<file path="config.mk">
export PLATFORM = sky130hd
export DESIGN_NAME = alu_issue_stage
export DESIGN_NICKNAME = d
export VERILOG_FILES = /design/src/rtl/alu_issue_stage.sv
export SDC_FILE = /design/constraint.sdc
export NUM_CORES = 1
export LEC_CHECK = 0
export ABC_AREA = 0
export ABC_CLOCK_PERIOD_IN_PS = 4300
export CORE_ASPECT_RATIO = 0.9
export CORE_MARGIN = 2
export CORE_UTILIZATION = 35
export DETAILED_ROUTE_END_ITERATION = 8
export PLACE_DENSITY = 0.57
export SLEW_MARGIN = 15
export SYNTH_ARGS = -nofsm -noshare
export SYNTH_HDL_FRONTEND = slang
export SYNTH_SLANG_ARGS = --single-unit
</file>
<file path="constraint.sdc">
create_clock -name clk -period 4.3 [get_ports clk]
set_input_delay 0.43 -clock clk [delete_from_list [all_inputs] [get_ports clk]]
set_output_delay 0.43 -clock clk [all_outputs]
set_load 0.01 [all_outputs]
</file>
<file path="src/rtl/alu_issue_stage.sv">
// Operand issue/retire stage around a combinational ALU: input FIFO, ALU drive from the head,
// registered result with valid/ready handshake. Define ALU_ISSUE_STATS_EN to add retire/overflow counters.
package alu_pkg;
    typedef enum logic [2:0] {
        ALU_ADD = 3'd0,
        ALU_SUB = 3'd1,
        ALU_AND = 3'd2,
        ALU_OR  = 3'd3,
        ALU_XOR = 3'd4,
        ALU_SLT = 3'd5
    } alu_control_t;
endpackage

module alu_issue_stage
    import alu_pkg::*;
#(
    parameter int N     = 32,
    parameter int DEPTH = 4
) (
    input  logic                     clk,
    input  logic                     rst_n,
    input  logic                     in_valid,
    output logic                     in_ready,
    input  alu_control_t             in_control,
    input  logic [N-1:0]             in_a,
    input  logic [N-1:0]             in_b,
    output alu_control_t             alu_control,
    output logic [N-1:0]             alu_a,
    output logic [N-1:0]             alu_b,
    input  logic [N-1:0]             alu_result,
    input  logic                     alu_overflow,
    input  logic                     alu_zero,
    input  logic                     alu_equal,
    output logic                     out_valid,
    input  logic                     out_ready,
    output alu_control_t             out_control,
    output logic [N-1:0]             out_result,
    output logic                     out_overflow,
    output logic                     out_zero,
    output logic                     out_equal,
    output logic [$clog2(DEPTH):0]   count
`ifdef ALU_ISSUE_STATS_EN
    ,
    output logic [31:0]              retired_count,
    output logic [31:0]              overflow_count
`endif
);

    localparam int AW = $clog2(DEPTH);
    localparam int CW = AW + 1;
    localparam logic [CW-1:0] DEPTH_C = CW'(DEPTH);

    logic [N-1:0]   mem_a_q [DEPTH];
    logic [N-1:0]   mem_a_d [DEPTH];
    logic [N-1:0]   mem_b_q [DEPTH];
    logic [N-1:0]   mem_b_d [DEPTH];
    alu_control_t   mem_c_q [DEPTH];
    alu_control_t   mem_c_d [DEPTH];

    logic [AW-1:0]  wr_ptr_q, wr_ptr_d;
    logic [AW-1:0]  rd_ptr_q, rd_ptr_d;
    logic [CW-1:0]  count_q, count_d;

    logic           out_valid_q, out_valid_d;
    alu_control_t   out_control_q, out_control_d;
    logic [N-1:0]   out_result_q, out_result_d;
    logic           out_overflow_q, out_overflow_d;
    logic           out_zero_q, out_zero_d;
    logic           out_equal_q, out_equal_d;

    logic           push_s;
    logic           pop_s;
    logic           out_free_s;
    logic           not_empty_s;

    // Handshake qualification; in_ready depends on occupancy only.
    assign in_ready    = (count_q < DEPTH_C);
    assign not_empty_s = (count_q != {CW{1'b0}});
    assign push_s      = in_valid && in_ready;
    assign out_free_s  = !out_valid_q || out_ready;
    assign pop_s       = not_empty_s && out_free_s;

    // Present the FIFO head to the ALU, or a quiet operation when empty.
    always_comb begin
        alu_a       = {N{1'b0}};
        alu_b       = {N{1'b0}};
        alu_control = ALU_ADD;
        if (not_empty_s) begin
            alu_a       = mem_a_q[rd_ptr_q];
            alu_b       = mem_b_q[rd_ptr_q];
            alu_control = mem_c_q[rd_ptr_q];
        end else begin
            alu_a       = {N{1'b0}};
            alu_b       = {N{1'b0}};
            alu_control = ALU_ADD;
        end
    end

    // FIFO storage, pointer and occupancy next-state.
    always_comb begin
        mem_a_d  = mem_a_q;
        mem_b_d  = mem_b_q;
        mem_c_d  = mem_c_q;
        wr_ptr_d = wr_ptr_q;
        rd_ptr_d = rd_ptr_q;
        count_d  = count_q;
        if (push_s) begin
            mem_a_d[wr_ptr_q] = in_a;
            mem_b_d[wr_ptr_q] = in_b;
            mem_c_d[wr_ptr_q] = in_control;
            wr_ptr_d          = wr_ptr_q + {{(AW-1){1'b0}}, 1'b1};
        end else begin
            wr_ptr_d = wr_ptr_q;
        end
        if (pop_s) begin
            rd_ptr_d = rd_ptr_q + {{(AW-1){1'b0}}, 1'b1};
        end else begin
            rd_ptr_d = rd_ptr_q;
        end
        case ({push_s, pop_s})
            2'b10:   count_d = count_q + {{(CW-1){1'b0}}, 1'b1};
            2'b01:   count_d = count_q - {{(CW-1){1'b0}}, 1'b1};
            default: count_d = count_q;
        endcase
    end

    // Output register: capture on pop, drop valid once consumed with nothing behind it.
    always_comb begin
        out_valid_d    = out_valid_q;
        out_control_d  = out_control_q;
        out_result_d   = out_result_q;
        out_overflow_d = out_overflow_q;
        out_zero_d     = out_zero_q;
        out_equal_d    = out_equal_q;
        if (pop_s) begin
            out_valid_d    = 1'b1;
            out_control_d  = alu_control;
            out_result_d   = alu_result;
            out_overflow_d = alu_overflow;
            out_zero_d     = alu_zero;
            out_equal_d    = alu_equal;
        end else if (out_valid_q && out_ready) begin
            out_valid_d = 1'b0;
        end else begin
            out_valid_d = out_valid_q;
        end
    end

    // FIFO state registers.
    always_ff @(posedge clk or negedge rst_n) begin
        if (!rst_n) begin
            for (int i = 0; i < DEPTH; i++) begin
                mem_a_q[i] <= {N{1'b0}};
                mem_b_q[i] <= {N{1'b0}};
                mem_c_q[i] <= ALU_ADD;
            end
            wr_ptr_q <= {AW{1'b0}};
            rd_ptr_q <= {AW{1'b0}};
            count_q  <= {CW{1'b0}};
        end else begin
            mem_a_q  <= mem_a_d;
            mem_b_q  <= mem_b_d;
            mem_c_q  <= mem_c_d;
            wr_ptr_q <= wr_ptr_d;
            rd_ptr_q <= rd_ptr_d;
            count_q  <= count_d;
        end
    end

    // Result registers.
    always_ff @(posedge clk or negedge rst_n) begin
        if (!rst_n) begin
            out_valid_q    <= 1'b0;
            out_control_q  <= ALU_ADD;
            out_result_q   <= {N{1'b0}};
            out_overflow_q <= 1'b0;
            out_zero_q     <= 1'b0;
            out_equal_q    <= 1'b0;
        end else begin
            out_valid_q    <= out_valid_d;
            out_control_q  <= out_control_d;
            out_result_q   <= out_result_d;
            out_overflow_q <= out_overflow_d;
            out_zero_q     <= out_zero_d;
            out_equal_q    <= out_equal_d;
        end
    end

    assign out_valid    = out_valid_q;
    assign out_control  = out_control_q;
    assign out_result   = out_result_q;
    assign out_overflow = out_overflow_q;
    assign out_zero     = out_zero_q;
    assign out_equal    = out_equal_q;
    assign count        = count_q;

`ifdef ALU_ISSUE_STATS_EN
    logic [31:0] retired_q, retired_d;
    logic [31:0] ovf_cnt_q, ovf_cnt_d;

    // Saturating retire and overflow counters.
    always_comb begin
        retired_d = retired_q;
        ovf_cnt_d = ovf_cnt_q;
        if (pop_s && (retired_q != 32'hFFFF_FFFF)) begin
            retired_d = retired_q + 32'd1;
        end else begin
            retired_d = retired_q;
        end
        if (pop_s && alu_overflow && (ovf_cnt_q != 32'hFFFF_FFFF)) begin
            ovf_cnt_d = ovf_cnt_q + 32'd1;
        end else begin
            ovf_cnt_d = ovf_cnt_q;
        end
    end

    // Counter registers.
    always_ff @(posedge clk or negedge rst_n) begin
        if (!rst_n) begin
            retired_q <= 32'd0;
            ovf_cnt_q <= 32'd0;
        end else begin
            retired_q <= retired_d;
            ovf_cnt_q <= ovf_cnt_d;
        end
    end

    assign retired_count  = retired_q;
    assign overflow_count = ovf_cnt_q;
`endif

endmodule

</file>
# --- After elaboration in Yosys (flattened, before gate mapping) ---
# Index checks and enable logic that the tools add are counted.
word_totals:
  ff_bits: 314
  input_bits: 106
  out_inout_bits: 110
  word_cells: 64
op_classes:
  add_sub_neg: 4
  order_cmp: 4
  eq_ne: 2
  muxes: 22
  bitwise: 2
  n_reduce_logical: 9
op_table:
  columns: ["operator", "n"]
  rows:
  - ["128-bit bitwise mux", 2]
  - ["32-bit two-way mux", 7]
  - ["32-bit binary-select mux with 2-bit select", 2]
  - ["32-bit demux with 2-bit select", 1]
  - ["12-bit bitwise mux", 1]
  - ["3-bit two-way mux", 4]
  - ["3-bit binary-select mux with 2-bit select", 1]
  - ["3-bit demux with 2-bit select", 1]
  - ["3-bit >= comparator (second input constant)", 2]
  - ["2-bit NOT with 3-bit output", 2]
  - ["3-bit case mux with 2 select lines", 1]
  - ["2-bit by 1-bit adder with 2-bit output (second input constant)", 2]
  - ["1-bit logical AND", 4]
  - ["2-bit nonzero test", 2]
  - ["3-bit by 1-bit adder with 3-bit output (second input constant)", 1]
  - ["3-bit by 1-bit less-than comparator with 1-bit output (second input constant)", 1]
  - ["3-bit less-than comparator (second input constant)", 1]
  - ["3-bit nonzero test", 1]
  - ["3-bit by 1-bit subtractor with 3-bit output (second input constant)", 1]
  - ["2-bit by 1-bit equality test with 1-bit output (second input constant)", 1]
  - ["2-bit equality test (second input constant)", 1]
  - ["1-bit two-way mux", 2]
  - ["1-bit logical NOT", 1]
  - ["1-bit logical OR", 1]

# --- Logic depth before layout (Yosys ltp) ---
# Gate-level depths: netlist (run 1).
depth:
  depth_word: 6
  mapped_depth: 9
  depth_no_buf: 8

# --- Least setup slack after synthesis (run 1) ---
# Ideal clock, no wire load.
synth_path:
  kind: "in2reg"
  start: "in out_ready"
  end: "reg count_q[2], in the netlist count[2]"
  arrival_time_ps: 1939
  path_slack_ps: 2281
  path_stages: 9
  n_path_buf: 1
  cell_sequence: "nand2b_1 -> nor2b_1 -> buf_2 -> ha_1 -> inv_1 -> fa_1 -> xor2_1 -> nor2_1 -> xnor2_1"
synth_via:
  elab_chain_cells: 4
  word_cells_on_any_way: 6
  classes_between: "2 x eq/ne; 1 x mux; 3 x reduce/logical"
synth_rtl:
  columns: ["element", "line_no", "source"]
  rows:
  - ["from (decl)", "35", "input logic out_ready,"]
  - ["1-bit logical OR (*)", "80", "assign out_free_s = !out_valid_q || out_ready;"]
  - ["1-bit logical AND (*)", "81", "assign pop_s = not_empty_s && out_free_s;"]
  - ["2-bit by 1-bit equality test with 1-bit output / 2-bit equality test (equally long branches)", "120", "case ({push_s, pop_s})"]
  - ["3-bit case mux with 2 select lines / 2-bit nonzero test (equally long branches)", null, null]
  - ["to (signal assigned)", "159", "count_q <= {CW{1'b0}};"]
  - ["to (signal assigned)", "166", "count_q <= count_d;"]
  - ["to (decl)", "62", "logic [CW-1:0] count_q, count_d;"]
# Every way passes the cells marked *; elsewhere a longest branch is shown, timed or not.
# A chain may end at the register's enable or synchronous reset.

# --- Final worst setup path (run 1) ---
layout_path:
  start: "reg rd_ptr_q[0]"
  end: "out alu_a[3]"
layout_via:
  elab_chain_cells: 5
layout_rtl:
  columns: ["element", "line_no", "source"]
  rows:
  - ["from (decl)", "61", "logic [AW-1:0] rd_ptr_q, rd_ptr_d;"]
  - ["from (signal assigned)", "158", "rd_ptr_q <= {AW{1'b0}};"]
  - ["from (signal assigned)", "165", "rd_ptr_q <= rd_ptr_d;"]
  - ["2-bit NOT with 3-bit output (not written as such)", "89", "alu_a = mem_a_q[rd_ptr_q];"]
  - ["32-bit binary-select mux with 2-bit select", "89", null]
  - ["32-bit two-way mux (not written as such) (2 in series)", "89", null]
  - ["32-bit two-way mux", "88", "if (not_empty_s) begin"]
  - ["to (decl)", "28", "output logic [N-1:0] alu_a,"]
# Every way passes these cells. The select of a mux whose other input is x is not followed.

==> results_dict.tcl, run 1 <==
set metrics [dict create \
    synthSimpleGateAreaFrac 0.0370 \
    ir_drop_uv 350 \
    viasPerCell 4.90 \
    yosysSeqAreaShare 0.566 \
    path_max_fanout 33 \
    hpwl_um 19600 \
    antenna_found_initial 1 \
    cap_violations 0 \
    num_vias 7881 \
    syn_inst 843 \
    htreeDepth 2 \
    period_needed_ns 3.38 \
    synth_cell_types 22 \
    cts-root-buf "clkbuf_16" \
    dieWidth_um 214 \
    gp_congestion 0.683 \
    endpoint "alu_a[3]" \
    drive_above_1_share 0.415 \
    grt_pass1_wl_um 51400 \
    startpoint "rd_ptr_q[0]$_DFFE_PN0P_" \
    hold_viol_final 0 \
    clk_pin_slew_ns 0.06 \
    muxShareOfSynthArea 0.358 \
    hold_class "primary input to asynchronous set/reset pin" \
    synth_xor_area_frac 0.00379 \
    syn2layout_area_growth_pct 27.0 \
    worstPathRequired_ns 3.87 \
    design_area_um2 17600 \
    n_antenna_cell 0 \
    synth-compound-area-share 0.000360 \
    drv_slew 0 \
    r2r_end "count[1]$_DFFE_PN0P_" \
    r2r-start "count[0]$_DFFE_PN0P_" \
    finalWorstSetupSlack_ns 0.923 \
    finalSetupTns_ns 0 \
    synth_top_family_by_area "multiplexers" \
    fp.dieArea_um2 41300 \
    die_h_um 193 \
    cts_sinks 314 \
    postRouteAntennaNets 0 \
    cts-buffers-inserted 36 \
    worst_slew_pin_slew_ns 1.14 \
    rows 69 \
    io_buffer_count 215 \
    clkLatencyLatePin_ns 0.53 \
    power.leakage_nw 7.40 \
    placed_area_um2 16500 \
    pre_cts_ws_ns 1.42 \
    rsz0062_at_grt "false" \
    holdWs_ns 0.00640 \
    start_kind "register" \
    ys_warn_count 0 \
    grt_use_total 0.160 \
    fin_crit_sh 0.785 \
    synthAdderAreaFrac 0.00595 \
    grt_pass1_vias 8641 \
    overflow 0 \
    r2r_cells 7 \
    drt_pass1_iterations 4 \
    worstPathArrival_ns 2.95 \
    cts_tree "yes" \
    grt_max_degree 115 \
    skew_ns 0.0184 \
    ys_ff_latch 314 \
    synth_nets 955 \
    initial_core_util 0.353 \
    drt_iter0_markers 284 \
    synthesis.area_um2 13900 \
    fmax_mhz 296 \
    ctsResizeCount 0 \
    ios 216 \
    postCtsHoldBufs 0 \
    cp-end-kind "output port" \
    coreArea_um2 39300 \
    post-route-drc-count 0 \
    setup_viol 0 \
    clockBufferDepth 3 \
    detail_route.wl_per_cell_um 20.2 \
    status "finished clean" \
    reg2reg_slack_ns 1.86 \
    worst-setup-path-type "register to output port" \
    relSlewSlack 0.240 \
    routed_wl_um 32500 \
    post_cts_buffers 0 \
    fin_nets 1169 \
    avgSynthCellArea_um2 16.5 \
    power.density_nw_per_um2 835 \
]
==> registers in the layout (all words and copies together), names as in the netlist <==
register      flops
out_overflow      1
rd_ptr_q          2
out_result       32
count             3
mem_c_q          12
out_zero          1
out_control       3
wr_ptr_q          2
mem_a_q         128
out_equal         1
mem_b_q         128
out_valid         1
==> cell usage after synthesis, drive strengths merged <==
cell type | number | area, µm²
nor3 | 1 | 16.3
o21ai | 1 | 5.00
xor2 | 2 | 17.5
inv | 7 | 26.3
mux2i | 1 | 10.0
nand3b | 1 | 7.51
nor2 | 1 | 3.75
buf | 45 | 340
mux4 | 67 | 1510
nor2b | 57 | 357
nand2b | 1 | 6.26
mux2 | 306 | 3450
and2b | 12 | 90.1
fa | 1 | 20.0
nand2 | 6 | 32.5
ha | 5 | 62.6
dfrtp | 314 | 7860
clkbuf | 11 | 41.3
xnor2 | 4 | 35.0
==> routing by layer <==
layer  share of wire  routed length (µm)  track usage  up-vias
met3           0.051                1670       0.0397       50
met1            0.47               15400        0.227     4164
li1                -                   -            -     3492
met5         0.00049                  16            0        -
met2            0.45               14800        0.245      173
met4           0.019                 602       0.0449        2
==> worst max-delay path, stage by stage, from the launching register on <==
cell and delay [ns]:
dfrtp_4 0.77, buf_12 0.36, mux4_2 0.55, nor2b_1 0.19
clkdlybuf4s50_1 0.51
==> stage by stage <==
stage / power (mW) / std cells / util
floorplan: 9.14 / 843 / -
global placement: 11.9 / 1551 / 0.421
detailed placement: 12.0 / 1551 / 0.421
CTS: 15.0 / 1609 / 0.449
global route: 15.7 / 1609 / 0.449
finish: 14.7 / 1609 / 0.449
==> power breakdown <==
group | internal (mW) | switching (mW) | leakage [nW]
logic | 4.13 | 2.43 | 3.10
registers | 4.42 | 0.845 | 3.76
clock network | 1.72 | 1.18 | 0.539
==> placed cells by master, fill, tap and decap left out, drive strengths merged <==
cell type and instances:
xnor2 4, mux2 306, buf 18, and2b 12
inv 8, clkbuf 53, nor2 1, mux2i 1
dfrtp 314, nand3b 1, clkinv 3, mux4 67
nor3 1, bufinv 1, xor2 2, ha 5
clkdlybuf4s50 214, nor2b 57, nand2 6, nand2b 1
fa 1, o21ai 1
==> layout make-up <==
class                      count  area [µm²]
fill                        3473       21600
sequential                   314        7870
multi-input combinational    466        5650
timing repair buffer         232        2330
clock buffer                  53        1030
tap                          532         666
clock inverter                 5        65.1
inverter                       7        26.3
==> worst min path at each step <==
stage | endpoint | slack (ns) | depth (start not counted) | from
floorplan | count[0]$_DFFE_PN0P_ | 0.13 | 0 | rst_n
global placement | mem_a_q[37]$_DFFE_PN0P_ | 0.48 | 1 | mem_a_q[37]$_DFFE_PN0P_
detailed placement | mem_b_q[59]$_DFFE_PN0P_ | 0.49 | 1 | mem_b_q[59]$_DFFE_PN0P_
CTS | out_result[11]$_DFFE_PN0P_ | 0.03 | 1 | rst_n
global route | out_result[12]$_DFFE_PN0P_ | 0.07 | 1 | rst_n
finish | out_result[11]$_DFFE_PN0P_ | 0.006 | 1 | rst_n
==> logic make-up after synthesis <==
kind of cell | Yosys count
AOI/OAI and AO/OA | 1
xor gates and xnor gates | 6
adders and majority gates | 6
buffers and inverters | 63
DFF | 314
muxes | 374
and+or+nand+nor | 79
Note: power is estimated with default switching activity, not from simulation.
==> inputs of run 2 (changes only) <==
Settings changed: ABC_CLOCK_PERIOD_IN_PS 4300 to 3000, PLACE_DENSITY 0.57 to 0.59.
Clock period 4.3 ns to 3 ns, I/O delays scaled along.
==> results_dict.tcl, run 2 (synthesis results as in run 1) <==
set metrics [dict create \
    status "finished clean" \
    grt_pass1_vias 8465 \
    p_clk_frac 0.199 \
    finalWorstSetupSlack_ns 0.177 \
    wl_met2_um 15000 \
    rsz0062_at_grt "false" \
    cts_tree "yes" \
    worst-setup-path-type "register to output port" \
    path_max_fanout 18 \
    worst_slew_pin_slew_ns 0.726 \
    overflow 0 \
    hp-start "alu_result[16]" \
    relSlewSlack 0.516 \
    gp_congestion 0.695 \
    routed_wl_um 31400 \
    drive_above_1_share 0.425 \
    clockBufferDepth 3 \
    start_kind "register" \
    layout_commonest_cell "dfrtp_1" \
    switchingPower_mw 6.27 \
    met1_length_um 14300 \
    detail_route.wl_per_cell_um 19.3 \
    syn2layout_area_growth_pct 29.2 \
    drt_iter0_markers 261 \
    pre_cts_ws_ns 0.619 \
    htreeDepth 2 \
    pwr-share-seq 0.350 \
    cts-buffers-inserted 37 \
    dr_wl_met3_um 1480 \
    viasPerCell 4.84 \
    drt_pass1_iterations 4 \
    post-route-drc-count 0 \
    fmax_mhz 354 \
    skew_ns 0.00740 \
    switching_share 0.296 \
    power.density_nw_per_um2 1180 \
    hold_viol_final 0 \
    worstPathArrival_ns 2.52 \
    fp.dieArea_um2 41300 \
    top_layer "met4" \
    p_comb_frac 0.451 \
    dieWidth_um 214 \
    fin_nets 1187 \
    grt_use_total 0.154 \
    die_h_um 193 \
    antenna_found_initial 0 \
    final_util 0.456 \
    grt_pass1_wl_um 49500 \
    internal_power_mw 14.9 \
    cp-end-kind "output port" \
    hold_class "primary input to register" \
    holdWs_ns 0.386 \
    cts-root-buf "clkbuf_16" \
    n_antenna_cell 0 \
    setup_viol 0 \
    io_buffer_count 215 \
    cts_sinks 314 \
    final_cell_mix "dfrtp_1 (312), mux2_2 (306), clkdlybuf4s50_1 (214), mux4_2 (67), nor2b_1 (56)" \
    postRouteAntennaNets 0 \
    clk_pin_slew_ns 0.06 \
    drv_slew 0 \
    rows 69 \
    clkLatencyLatePin_ns 0.52 \
    grt_max_degree 93 \
    power.leakage_nw 7.56 \
    initial_core_util 0.353 \
    ios 216 \
    r2r-start "count[1]$_DFFE_PN0P_" \
    cap_violations 0 \
    fin_crit_sh 0.941 \
    ir_drop_uv 643 \
    hpwl_um 20000 \
    finalSetupTns_ns 0 \
    coreArea_um2 39300 \
    num_vias 7873 \
    period_needed_ns 2.82 \
    startpoint "rd_ptr_q[0]$_DFFE_PN0P_" \
    worstPathRequired_ns 2.70 \
]
-- run 2: cell count changes in the layout (fill, tap and decap cells not counted), sizes merged --
cell | previous run | this run
buf | 18 | 34
bufinv | 1 | 0
clkbuf | 53 | 54
clkinv | 3 | 5
dlygate4sd3 | 0 | 1
-- run 2: area by class of cell --
class / instances / area, µm²
timing repair buffer: 249 / 2600
clock buffer: 54 / 1090
fill: 3513 / 21400
multi-input combinational: 466 / 5650
sequential: 314 / 7870
inverter: 7 / 26.3
tap: 532 / 666
clock inverter: 6 / 33.8
-- run 2: final timing paths --
kind                            slack, ns                         end  cells after the start
worst max-delay path                 0.18                   alu_b[31]                      4
min in group asynchronous            0.40     mem_a_q[42]$_DFFE_PN0P_                      2
worst min-delay path                 0.39  out_result[16]$_DFFE_PN0P_                      2
worst max register to register       0.92        count[2]$_DFFE_PN0P_                      9
worst min register to register       0.50     mem_a_q[61]$_DFFE_PN0P_                      1
max in group asynchronous            1.78  out_result[31]$_DFFE_PN0P_                      3
-- run 2: metal layers --
metal	GRT usage	up-vias
met5	0	-
met4	0.0406	0
met3	0.0326	43
met2	0.253	163
met1	0.208	4140
li1	-	3527
-- run 2: what timing repair did --
action	CTS	global route
hold buffers	1	0
gates resized for setup	0	0
endpoints found under the setup margin	0	13
hold endpoints to repair	84	0
setup buffers	0	5
-- run 2: power by group through the flow --
stage          sequential, mW  clock (mW)  combinational (mW)
3_5_place_dp             7.53           0                9.66
6_report                 7.43        4.21                9.56
5_1_grt                  7.69        4.55                10.3
3_3_place_gp             7.47           0                9.56
2_1_floorplan            7.17           0                5.92
4_1_cts                  7.46        4.35                9.71
-- run 2: through the flow --
step | total power, mW | std cells | instance area (µm²)
after floorplan | 13.1 | 843 | 13900
after global placement | 17.0 | 1562 | 16800
after detailed placement | 17.2 | 1562 | 16800
after CTS | 21.5 | 1623 | 17900
after global routing | 22.5 | 1628 | 17900
final | 21.2 | 1628 | 17900
-- run 2: critical path, stage by stage (launching register included) --
cell and delay, ns:
dfrtp_4 0.54, buf_12 0.23, mux4_2 0.51, and2b_1 0.20, clkdlybuf4s50_1 0.50
